$ cat src/rtl/hdc_pkg.sv
// Shared definitions for the hyperdimensional classifier datapath.
// Contents:
//   - default geometry of the class-hypervector store
//   - helpers deriving frame count and index widths from that geometry
//   - state encoding of the class-hypervector streaming FSM
package hdc_pkg;

    localparam int HV_DIM_DEF      = 192;
    localparam int FRAME_W_DEF     = 64;
    localparam int NUM_CLASSES_DEF = 8;

    // Frames per hypervector. HV_DIM is expected to be a multiple of FRAME_W.
    function automatic int frames_per_vec(input int hv_dim, input int frame_w);
        return hv_dim / frame_w;
    endfunction

    // Width of an index over n items, never narrower than one bit.
    function automatic int idx_width(input int n);
        return (n <= 1) ? 1 : $clog2(n);
    endfunction

    typedef enum logic {
        IDLE   = 1'b0,
        STREAM = 1'b1
    } stream_state_t;

endpackage

$ cat src/rtl/hvec_frame_ram.sv
// Frame storage for the class-hypervector store.
// One synchronous write port, one combinational read port, and an
// asynchronous clear of every entry.
// Ports:
//   clk      rising-edge clock
//   rst_n    asynchronous active-low clear of the whole array
//   wr_en    write strobe (address assumed in range)
//   wr_addr  write entry index
//   wr_data  write payload
//   rd_addr  read entry index
//   rd_data  combinational read payload
module hvec_frame_ram #(
    parameter int DEPTH  = 24,
    parameter int WIDTH  = 64,
    parameter int ADDR_W = 5
) (
    input  logic              clk,
    input  logic              rst_n,
    input  logic              wr_en,
    input  logic [ADDR_W-1:0] wr_addr,
    input  logic [WIDTH-1:0]  wr_data,
    input  logic [ADDR_W-1:0] rd_addr,
    output logic [WIDTH-1:0]  rd_data
);

    logic [WIDTH-1:0] mem [DEPTH];

    always_ff @(posedge clk or negedge rst_n) begin
        if (!rst_n) begin
            for (int i = 0; i < DEPTH; i++) begin
                mem[i] <= '0;
            end
        end else if (wr_en) begin
            mem[wr_addr] <= wr_data;
        end
    end

    assign rd_data = mem[rd_addr];

endmodule

$ cat src/rtl/class_hvec_store.sv
// Writable class-hypervector store.
// Streams one class, or every class in sweep mode, frame by frame over a
// valid/ready interface, and accepts frame writes at any time.
// Ports:
//   clk, rst_n                       clock, asynchronous active-low reset
//   wr_en, wr_class, wr_frame, wr_data   frame write port
//   req_valid, req_ready, req_sweep, req_class   read request handshake
//   out_valid, out_ready             output frame handshake
//   out_data, out_class, out_frame   presented frame and its position
//   out_last_frame                   presented frame is the last of its vector
//   out_last                         presented frame ends the transaction
//   err                              one-cycle pulse per illegal request/write
module class_hvec_store
    import hdc_pkg::*;
#(
    parameter int NUM_CLASSES   = NUM_CLASSES_DEF,
    parameter int HV_DIM        = HV_DIM_DEF,
    parameter int FRAME_W       = FRAME_W_DEF,
    localparam int NUM_FRAMES   = frames_per_vec(HV_DIM, FRAME_W),
    localparam int CLASS_W      = idx_width(NUM_CLASSES),
    localparam int FIDX_W       = idx_width(NUM_FRAMES)
) (
    input  logic               clk,
    input  logic               rst_n,
    input  logic               wr_en,
    input  logic [CLASS_W-1:0] wr_class,
    input  logic [FIDX_W-1:0]  wr_frame,
    input  logic [FRAME_W-1:0] wr_data,
    input  logic               req_valid,
    output logic               req_ready,
    input  logic               req_sweep,
    input  logic [CLASS_W-1:0] req_class,
    output logic               out_valid,
    input  logic               out_ready,
    output logic [FRAME_W-1:0] out_data,
    output logic [CLASS_W-1:0] out_class,
    output logic [FIDX_W-1:0]  out_frame,
    output logic               out_last_frame,
    output logic               out_last,
    output logic               err
);

    localparam int DEPTH  = NUM_CLASSES * NUM_FRAMES;
    localparam int ADDR_W = idx_width(DEPTH);
    localparam logic [FIDX_W-1:0]  LAST_FRAME = FIDX_W'(NUM_FRAMES - 1);
    localparam logic [CLASS_W-1:0] LAST_CLASS = CLASS_W'(NUM_CLASSES - 1);

    stream_state_t state, state_nx;

    logic               sweep_mode;
    logic               req_legal, wr_legal;
    logic               req_fire, out_fire, load_en;
    logic [CLASS_W-1:0] ld_class;
    logic [FIDX_W-1:0]  ld_frame;
    logic               ld_sweep, ld_last;
    logic [ADDR_W-1:0]  wr_addr, rd_addr;
    logic [FRAME_W-1:0] rd_data, ld_data;

    assign req_legal = req_sweep || (int'(req_class) < NUM_CLASSES);
    assign wr_legal  = (int'(wr_class) < NUM_CLASSES) && (int'(wr_frame) < NUM_FRAMES);
    assign req_fire  = req_valid && req_ready;
    assign out_fire  = out_valid && out_ready;
    // The final frame's handshake ends the transaction, so nothing is reloaded.
    assign load_en   = (req_fire && req_legal) || (out_fire && !out_last);

    hvec_frame_ram #(
        .DEPTH  (DEPTH),
        .WIDTH  (FRAME_W),
        .ADDR_W (ADDR_W)
    ) u_ram (
        .clk     (clk),
        .rst_n   (rst_n),
        .wr_en   (wr_en && wr_legal),
        .wr_addr (wr_addr),
        .wr_data (wr_data),
        .rd_addr (rd_addr),
        .rd_data (rd_data)
    );

    // Position of the frame to load into the output register next.
    always_comb begin
        ld_class = out_class;
        ld_frame = out_frame;
        ld_sweep = sweep_mode;
        if (state == IDLE) begin
            ld_sweep = req_sweep;
            ld_frame = '0;
            // Illegal class never loads; pin it to 0 to keep the read in range.
            ld_class = (req_sweep || !req_legal) ? '0 : req_class;
        end else if (out_frame == LAST_FRAME) begin
            ld_frame = '0;
            if (sweep_mode) begin
                ld_class = out_class + 1'b1;
            end
        end else begin
            ld_frame = out_frame + 1'b1;
        end
    end

    assign ld_last = (ld_frame == LAST_FRAME) && (!ld_sweep || (ld_class == LAST_CLASS));
    assign wr_addr = ADDR_W'(int'(wr_class) * NUM_FRAMES + int'(wr_frame));
    assign rd_addr = ADDR_W'(int'(ld_class) * NUM_FRAMES + int'(ld_frame));
    // A write landing on the frame being loaded this edge wins over stored data.
    assign ld_data = (wr_en && wr_legal && (wr_addr == rd_addr)) ? wr_data : rd_data;

    // State register
    always_ff @(posedge clk or negedge rst_n) begin
        if (!rst_n) begin
            state <= IDLE;
        end else begin
            state <= state_nx;
        end
    end

    // Next-state logic
    always_comb begin
        state_nx = state;
        unique case (state)
            IDLE:    if (req_fire && req_legal) state_nx = STREAM;
            STREAM:  if (out_fire && out_last)  state_nx = IDLE;
            default: state_nx = IDLE;
        endcase
    end

    // FSM outputs
    always_comb begin
        req_ready = rst_n && (state == IDLE);
        out_valid = (state == STREAM);
    end

    // Output register: a snapshot taken when a frame is loaded, held otherwise.
    always_ff @(posedge clk or negedge rst_n) begin
        if (!rst_n) begin
            out_data       <= '0;
            out_class      <= '0;
            out_frame      <= '0;
            out_last_frame <= 1'b0;
            out_last       <= 1'b0;
            sweep_mode     <= 1'b0;
            err            <= 1'b0;
        end else begin
            err <= (wr_en && !wr_legal) || (req_fire && !req_legal);
            if (load_en) begin
                out_data       <= ld_data;
                out_class      <= ld_class;
                out_frame      <= ld_frame;
                out_last_frame <= (ld_frame == LAST_FRAME);
                out_last       <= ld_last;
                sweep_mode     <= ld_sweep;
            end
        end
    end

endmodule

$ cat config.mk
export PLATFORM = sky130hd
export DESIGN_NAME = class_hvec_store
export DESIGN_NICKNAME = d
export VERILOG_FILES = /design/src/rtl/hdc_pkg.sv /design/src/rtl/hvec_frame_ram.sv /design/src/rtl/class_hvec_store.sv
export SDC_FILE = /design/constraint.sdc
export NUM_CORES = 2
export LEC_CHECK = 0
export ABC_AREA = 0
export BUFFER_PORTS_ARGS = -buffer_cell sky130_fd_sc_hd__buf_2
export CAP_MARGIN = 30
export CORE_ASPECT_RATIO = 0.75
export CORE_UTILIZATION = 57
export CTS_CLUSTER_DIAMETER = 50
export DETAILED_ROUTE_END_ITERATION = 8
export PLACE_DENSITY = 0.84
export SYNTH_ARGS = -nofsm -noshare
export SYNTH_HDL_FRONTEND = slang
export SYNTH_HIERARCHICAL = 1
export SYNTH_SLANG_ARGS = --single-unit
$ cat constraint.sdc
create_clock -name clk -period 3.78 [get_ports clk]
set_input_delay 0.945 -clock clk [delete_from_list [all_inputs] [get_ports clk]]
set_output_delay 0.945 -clock clk [all_outputs]
set_load 0.01 [all_outputs]
Word level (Yosys, flattened, before mapping):

Cells that the tools add are included.

* register bits after elaboration: 1610
* output and inout port bits: 74
* logic and storage cells: 81

* add/subtract/negate cells: 4
* multipliers: 2
* $lt $le $gt $ge: 4
* equality and inequality tests: 4
* mux-type cells: 17
* bitwise logic cells: 3
* reduce and logical (&&, ||, !) cells: 15

Operators with widths (number)
* $bwmux W1536: 1
* $bmux W64 S5: 1
* $demux W64 S5: 1
* $mux W64: 4
* $ge A6 B6 Y1 const B: 2
* $mux W3: 4
* $not A5 Y6: 2
* $add A5 B2 Y5: 2
* $logic_and A1 B1 Y1: 10
* $mul A3 B2 Y5 const B: 2
* $lt A6 B1 Y1 const B: 1
* $eq A5 B5 Y1: 1
* $eq A2 B2 Y1 const B: 2
* $mux W2: 2
* $add A3 B1 Y3 const B: 1
* $eq A3 B3 Y1 const B: 1
* $logic_not A1 Y1: 3
* $mux W1: 3
* $add A2 B1 Y2 const B: 1
* $logic_or A1 B1 Y1: 2
* $lt A2 B2 Y1 const B: 1
* $pmux W1 S2: 1
* $not A1 Y1: 1

Depth between registers and ports, before layout:

* depth after elaboration: 11
* depth in mapped cells: 19

Modules after synthesis:

Netlist, hierarchy kept.

Modules (own cells, without submodules)
* hvec_frame_ram: instances 1, cells an instance 4820, area an instance 69719.4 um2
* class_hvec_store: instances 1, cells an instance 447, area an instance 4036.4 um2

Least setup slack after synthesis:

Ideal clock, no wire load.

* path kind: input port to flip-flop
* start: input req_sweep
* end: register out_data[4]
* library setup time: 0.126 ns
* data arrival time: 3.967 ns
* data required time: 3.654 ns
* path slack: -0.313 ns
* stages: 16
* path through: nand2b_1 mux2i_1 xor2_1 ha_1 ha_1 fa_1 buf_2 nor2b_1 clkbuf_1 clkbuf_1 clkbuf_1 a22oi_1 nand3_1 o211ai_1 o21ai_0 a21oi_1

* cells in the longest elaborated chain, start to end: 9

RTL lines
* start, declared: RTL line class_hvec_store.sv:31 `input logic req_sweep,`
* $mux W3: RTL line class_hvec_store.sv:89 `ld_class = (req_sweep || !req_legal) ? '0 : req_class;`
* $mux W3: RTL line class_hvec_store.sv:85 `if (state == IDLE) begin`
* via ld_class[1]: RTL line class_hvec_store.sv:53 `logic [CLASS_W-1:0] ld_class;`
* $mul A3 B2 Y5: RTL line class_hvec_store.sv:102 `assign rd_addr = ADDR_W'(int'(ld_class) * NUM_FRAMES + int'(ld_frame));`
* $add A5 B2 Y5: RTL line class_hvec_store.sv:102
* via rd_addr[2]: RTL line class_hvec_store.sv:56 `logic [ADDR_W-1:0] wr_addr, rd_addr;`
* $not A5 Y6 (implied by the code): RTL line hvec_frame_ram.sv:38 `assign rd_data = mem[rd_addr];`
* $bmux W64 S5: RTL line hvec_frame_ram.sv:38
* $mux W64 (implied by the code) (2 in a row): RTL line hvec_frame_ram.sv:38
* via rd_data[4]: RTL line class_hvec_store.sv:57 `logic [FRAME_W-1:0] rd_data, ld_data;`
* $mux W64: RTL line class_hvec_store.sv:104 `assign ld_data = (wr_en && wr_legal && (wr_addr == rd_addr)) ? wr_data : rd_data;`
* end signal, assigned: RTL line class_hvec_store.sv:144 `out_data <= ld_data;`
* end, declared: RTL line class_hvec_store.sv:35 `output logic [FRAME_W-1:0] out_data,`

The timed path passes the listed nets, and every way through them passes these cells. The select of a mux whose other input is x is not followed.
A chain may end at the register's enable or synchronous reset.

Final worst setup path:

* start: register out_frame[0]
* end: register out_data[52]

* cells in the longest elaborated chain, start to end: 10

RTL lines
* start, declared: RTL line class_hvec_store.sv:37 `output logic [FIDX_W-1:0] out_frame,`
* start signal, assigned: RTL line class_hvec_store.sv:146 `out_frame <= ld_frame;`
* $eq A2 B2 Y1: RTL line class_hvec_store.sv:90 `end else if (out_frame == LAST_FRAME) begin`
* $mux W3: RTL line class_hvec_store.sv:90
* $mux W3: RTL line class_hvec_store.sv:85
* $mul A3 B2 Y5: RTL line class_hvec_store.sv:102
* $add A5 B2 Y5 (*): RTL line class_hvec_store.sv:102
* via rd_addr[2]: RTL line class_hvec_store.sv:56
* $not A5 Y6 (implied by the code): RTL line hvec_frame_ram.sv:38
* $bmux W64 S5: RTL line hvec_frame_ram.sv:38
* $mux W64 (implied by the code) (2 in a row): RTL line hvec_frame_ram.sv:38
* $mux W64 (*): RTL line class_hvec_store.sv:104

The timed path passes the listed nets; every way through them passes the cells marked *. The select of a mux whose other input is x is not followed.

==> reports/results.txt <==
Failing checks = negative setup slack
Ys Warns = 6
CTS tree = done
Setup crit end = out_data[52]
Starting Density = 57.8%
Yosys top cell by area = dfrtp_1
Vias in the first global route = 51000
CP max FO = 6
Worst setup SP type = register
Top cells by area, synth = dfrtp_1 (55%), mux2_2 (23%), mux2i_1 (7.0%), mux4_2 (3.9%), a22oi_1 (2.0%)
Post-DRT Antenna Nets = 0
Area grow syn2layout = 17.6%
Number of vias per cell = 6.65
DR iter-0 viols = 5233
Site Rows = 113
WL final = 217000 um
CTS Buffer Depth = 3
Post-Syn Nets = 5360
CP max stage cell = fa_4
Post-route cell area = 86700 sq um
Worst Setup SP = out_frame[0]
Worst Skew = 30.3 ps
Worst skew pair latency = 810 ps
R2R Setup Slk = -390 ps
Status = finished, violations left
Via count = 48800
Final min period = 4170 ps
RSZ-0062 raised after global routing = true
Setup_tns = -11450 ps
Final Hold Fails = 0
Rel. slew slack = 20.7%
All-Layer GR Usage = 32.5%
Worst flop-to-flop path endpoint = out_data[52]
Yosys top cell area share = 54.6%
Fin. max-slew vios = 0
Initial antenna violation count = 16
Reg-to-Reg Start = out_frame[0]
Maxcap violations = 0
Drt drc = 0
Area of the core = 128000 sq um
Number of buffers created by CTS = 155
Root buf cell = clkbuf_16
Ys async rst share = 100%
Crit share post-route = 110%
Io pins = 152
Port Buffers = 151
Hpwl dp = 128000 um
Die Ht = 314 um
Crit path kind = reg -> reg
Top_reg_cell synth = dfrtp_1
NumNets Final = 5571
Share of layout cells above drive strength 1 = 45.9%
#FFs+latches synth = 1610
First-pass GRT wire length = 322000 um
Sequential area share after synthesis = 54.6%
Die W = 417 um
TritonRoute pass-1 iters = 6
Routed length per instance = 29.6 um
Syn Area/Cell = 14.0 sq um
CP Buf/Inv Count = 4
Slew at the pin closest to its max-slew limit = 1190 ps
Gate Count Post-Synth = 5267
RePlAce Congestion = 0.848
Critical Path Stages = 16
Data arrival, critical path = 4850 ps
Placed Area = 79900 sq um
Max incr delay on CP = 870 ps
Max H-tree Level = 4
Largest net degree at the start of global routing = 200
Synth unique cells = 48
Final WS setup = -391 ps
Synthesized area = 73800 sq um
Clock-pin slew on the worst setup and hold paths = 70 ps
Fmax = 0.240 GHz
CP delay by family, top = adder cells
R2R cell count = 16
Die Area = 131000 sq um
CTS sink count = 1610
Min-Delay Path Class = in -> async
Post-synth EDFFs = 0
Setup-failing EPs final = 64
Cell Chain, Critical Path = nand3b_1, xnor2_1, a22o_1, xor2_1, ha_1, ha_4, fa_4, buf_6, xnor2_2, nand4_1, buf_4, nor2_4, buf_8, clkbuf_16, a31oi_1, a21oi_1
Worst path required time = 4460 ps
Gr ovfl total = 0
Crit end category = register
per-stage QoR:
step	cells	setup WS, ps	util, %	hold slack (ps)
after detailed placement	7007	-656	62.6	474
after global routing	7336	-483	68.0	303
after global placement	7007	-557	62.6	462
final	7345	-391	68.0	250
after CTS	7306	-156	67.2	244
after floorplan	5267	2.04	-	452
Yosys cell counts, types with 2 or more instances:
| library cell | count |
|---|---|
| dfrtp_1 | 1610 |
| mux2_2 | 1489 |
| mux2i_1 | 514 |
| clkbuf_1 | 276 |
| a22oi_1 | 193 |
| buf_2 | 169 |
| nand3_1 | 166 |
| mux4_2 | 128 |
| a21oi_1 | 116 |
| nor2_1 | 87 |
| nand2_1 | 73 |
| o211ai_1 | 65 |
| a31oi_1 | 64 |
| nand2b_1 | 53 |
| mux2_1 | 49 |
| o21ai_1 | 35 |
| o21ai_0 | 30 |
| a221oi_1 | 28 |
| buf_1 | 20 |
| buf_6 | 13 |
| ha_1 | 12 |
| buf_4 | 8 |
| nor2_2 | 7 |
| inv_1 | 6 |
| nor2b_1 | 6 |
| xnor2_1 | 6 |
| a21o_1 | 5 |
| nand3b_1 | 5 |
| xor2_1 | 4 |
| clkbuf_2 | 3 |
| fa_1 | 3 |
| nor3b_2 | 3 |
| a21oi_2 | 2 |
| and3_1 | 2 |
| and3b_1 | 2 |
| nor2_4 | 2 |
| nor3b_1 | 2 |
sequential cells by signal (all words and copies together) (netlist names):
register,cells
out_data,64
out_valid,1
out_last_frame,1
u_ram/mem,1536
out_class,3
out_last,1
out_frame,2
err,1
sweep_mode,1
final cells by class:
| cell class | instances | area [sq um] |
|---|---|---|
| fillers | 8165 | 40800 |
| flip-flops and latches | 1610 | 40300 |
| multi-input cells | 3162 | 32400 |
| repair buffers | 543 | 6420 |
| clock buffers | 209 | 4510 |
| well taps | 1725 | 2160 |
| clock inverters | 74 | 871 |
| diodes | 16 | 40.0 |
| inverters | 6 | 22.5 |
metal layers:
metal  part of all wire [%]  up-vias  track usage [%]
li1                       -    19800                -
met1                     39    25500             43.3
met2                     47     2699             51.6
met3                    9.0      750             6.64
met4                    5.4        4             15.4
met5                 0.0092        -                0
how the worst min path moves through the flow:
stage	slack, ps	to	cells after the start
finish	250	u_ram/mem[855]	2
global route	300	u_ram/mem[855]	2
CTS	240	u_ram/mem[855]	2
detailed placement	470	u_ram/mem[707]	1
global placement	460	u_ram/mem[35]	1
floorplan	450	u_ram/mem[108]	1
worst reg2reg max path: cells and delay by family (launching register included):
kind                       cells  cell delay (ps)
and+or+nand+nor                3              500
adders and majority gates      3             1380
AOI/OAI and AO/OA              3              680
buffers and inverters          4              690
xor gates and xnor gates       3              430
DFF                            1              380
layout by cell type (no fill, tap or decap), types with 24 or more instances in the layout:
cell type and count:
o211ai_1 65, a21oi_1 94, mux4_2 128, buf_2 150, mux2_1 49, mux2i_1 513, o21ai_0 24, a31oi_1 42
o21ai_1 41, nand2_1 56, buf_4 171, clkinv_2 26, dfrtp_1 1609, a22oi_1 175, nand2b_1 52, buf_12 193
nor2_1 81, clkbuf_16 166, mux2_2 1489, clkbuf_8 36, nand3_1 165
cell families after synthesis:
family,share of synthesized area (%)
mux,34.4
flops,54.6
compound gates,4.84
buf+inv,2.98
simple gates,2.76
fa+ha+maj,0.285
xor+xnor,0.141
repair_timing:
| item | CTS | global route |
|---|---|---|
| pin swaps | 45 | 55 |
| gates cloned | 3 | 11 |
| hold buffers | 0 | 0 |
| setup endpoints to repair | 64 | 64 |
| setup buffers | 13 | 13 |
| resized for setup | 41 | 103 |
Power is left out: the tool's default activity adds up to more than one toggle a clock period on the data nets, which glitch-free logic cannot reach.
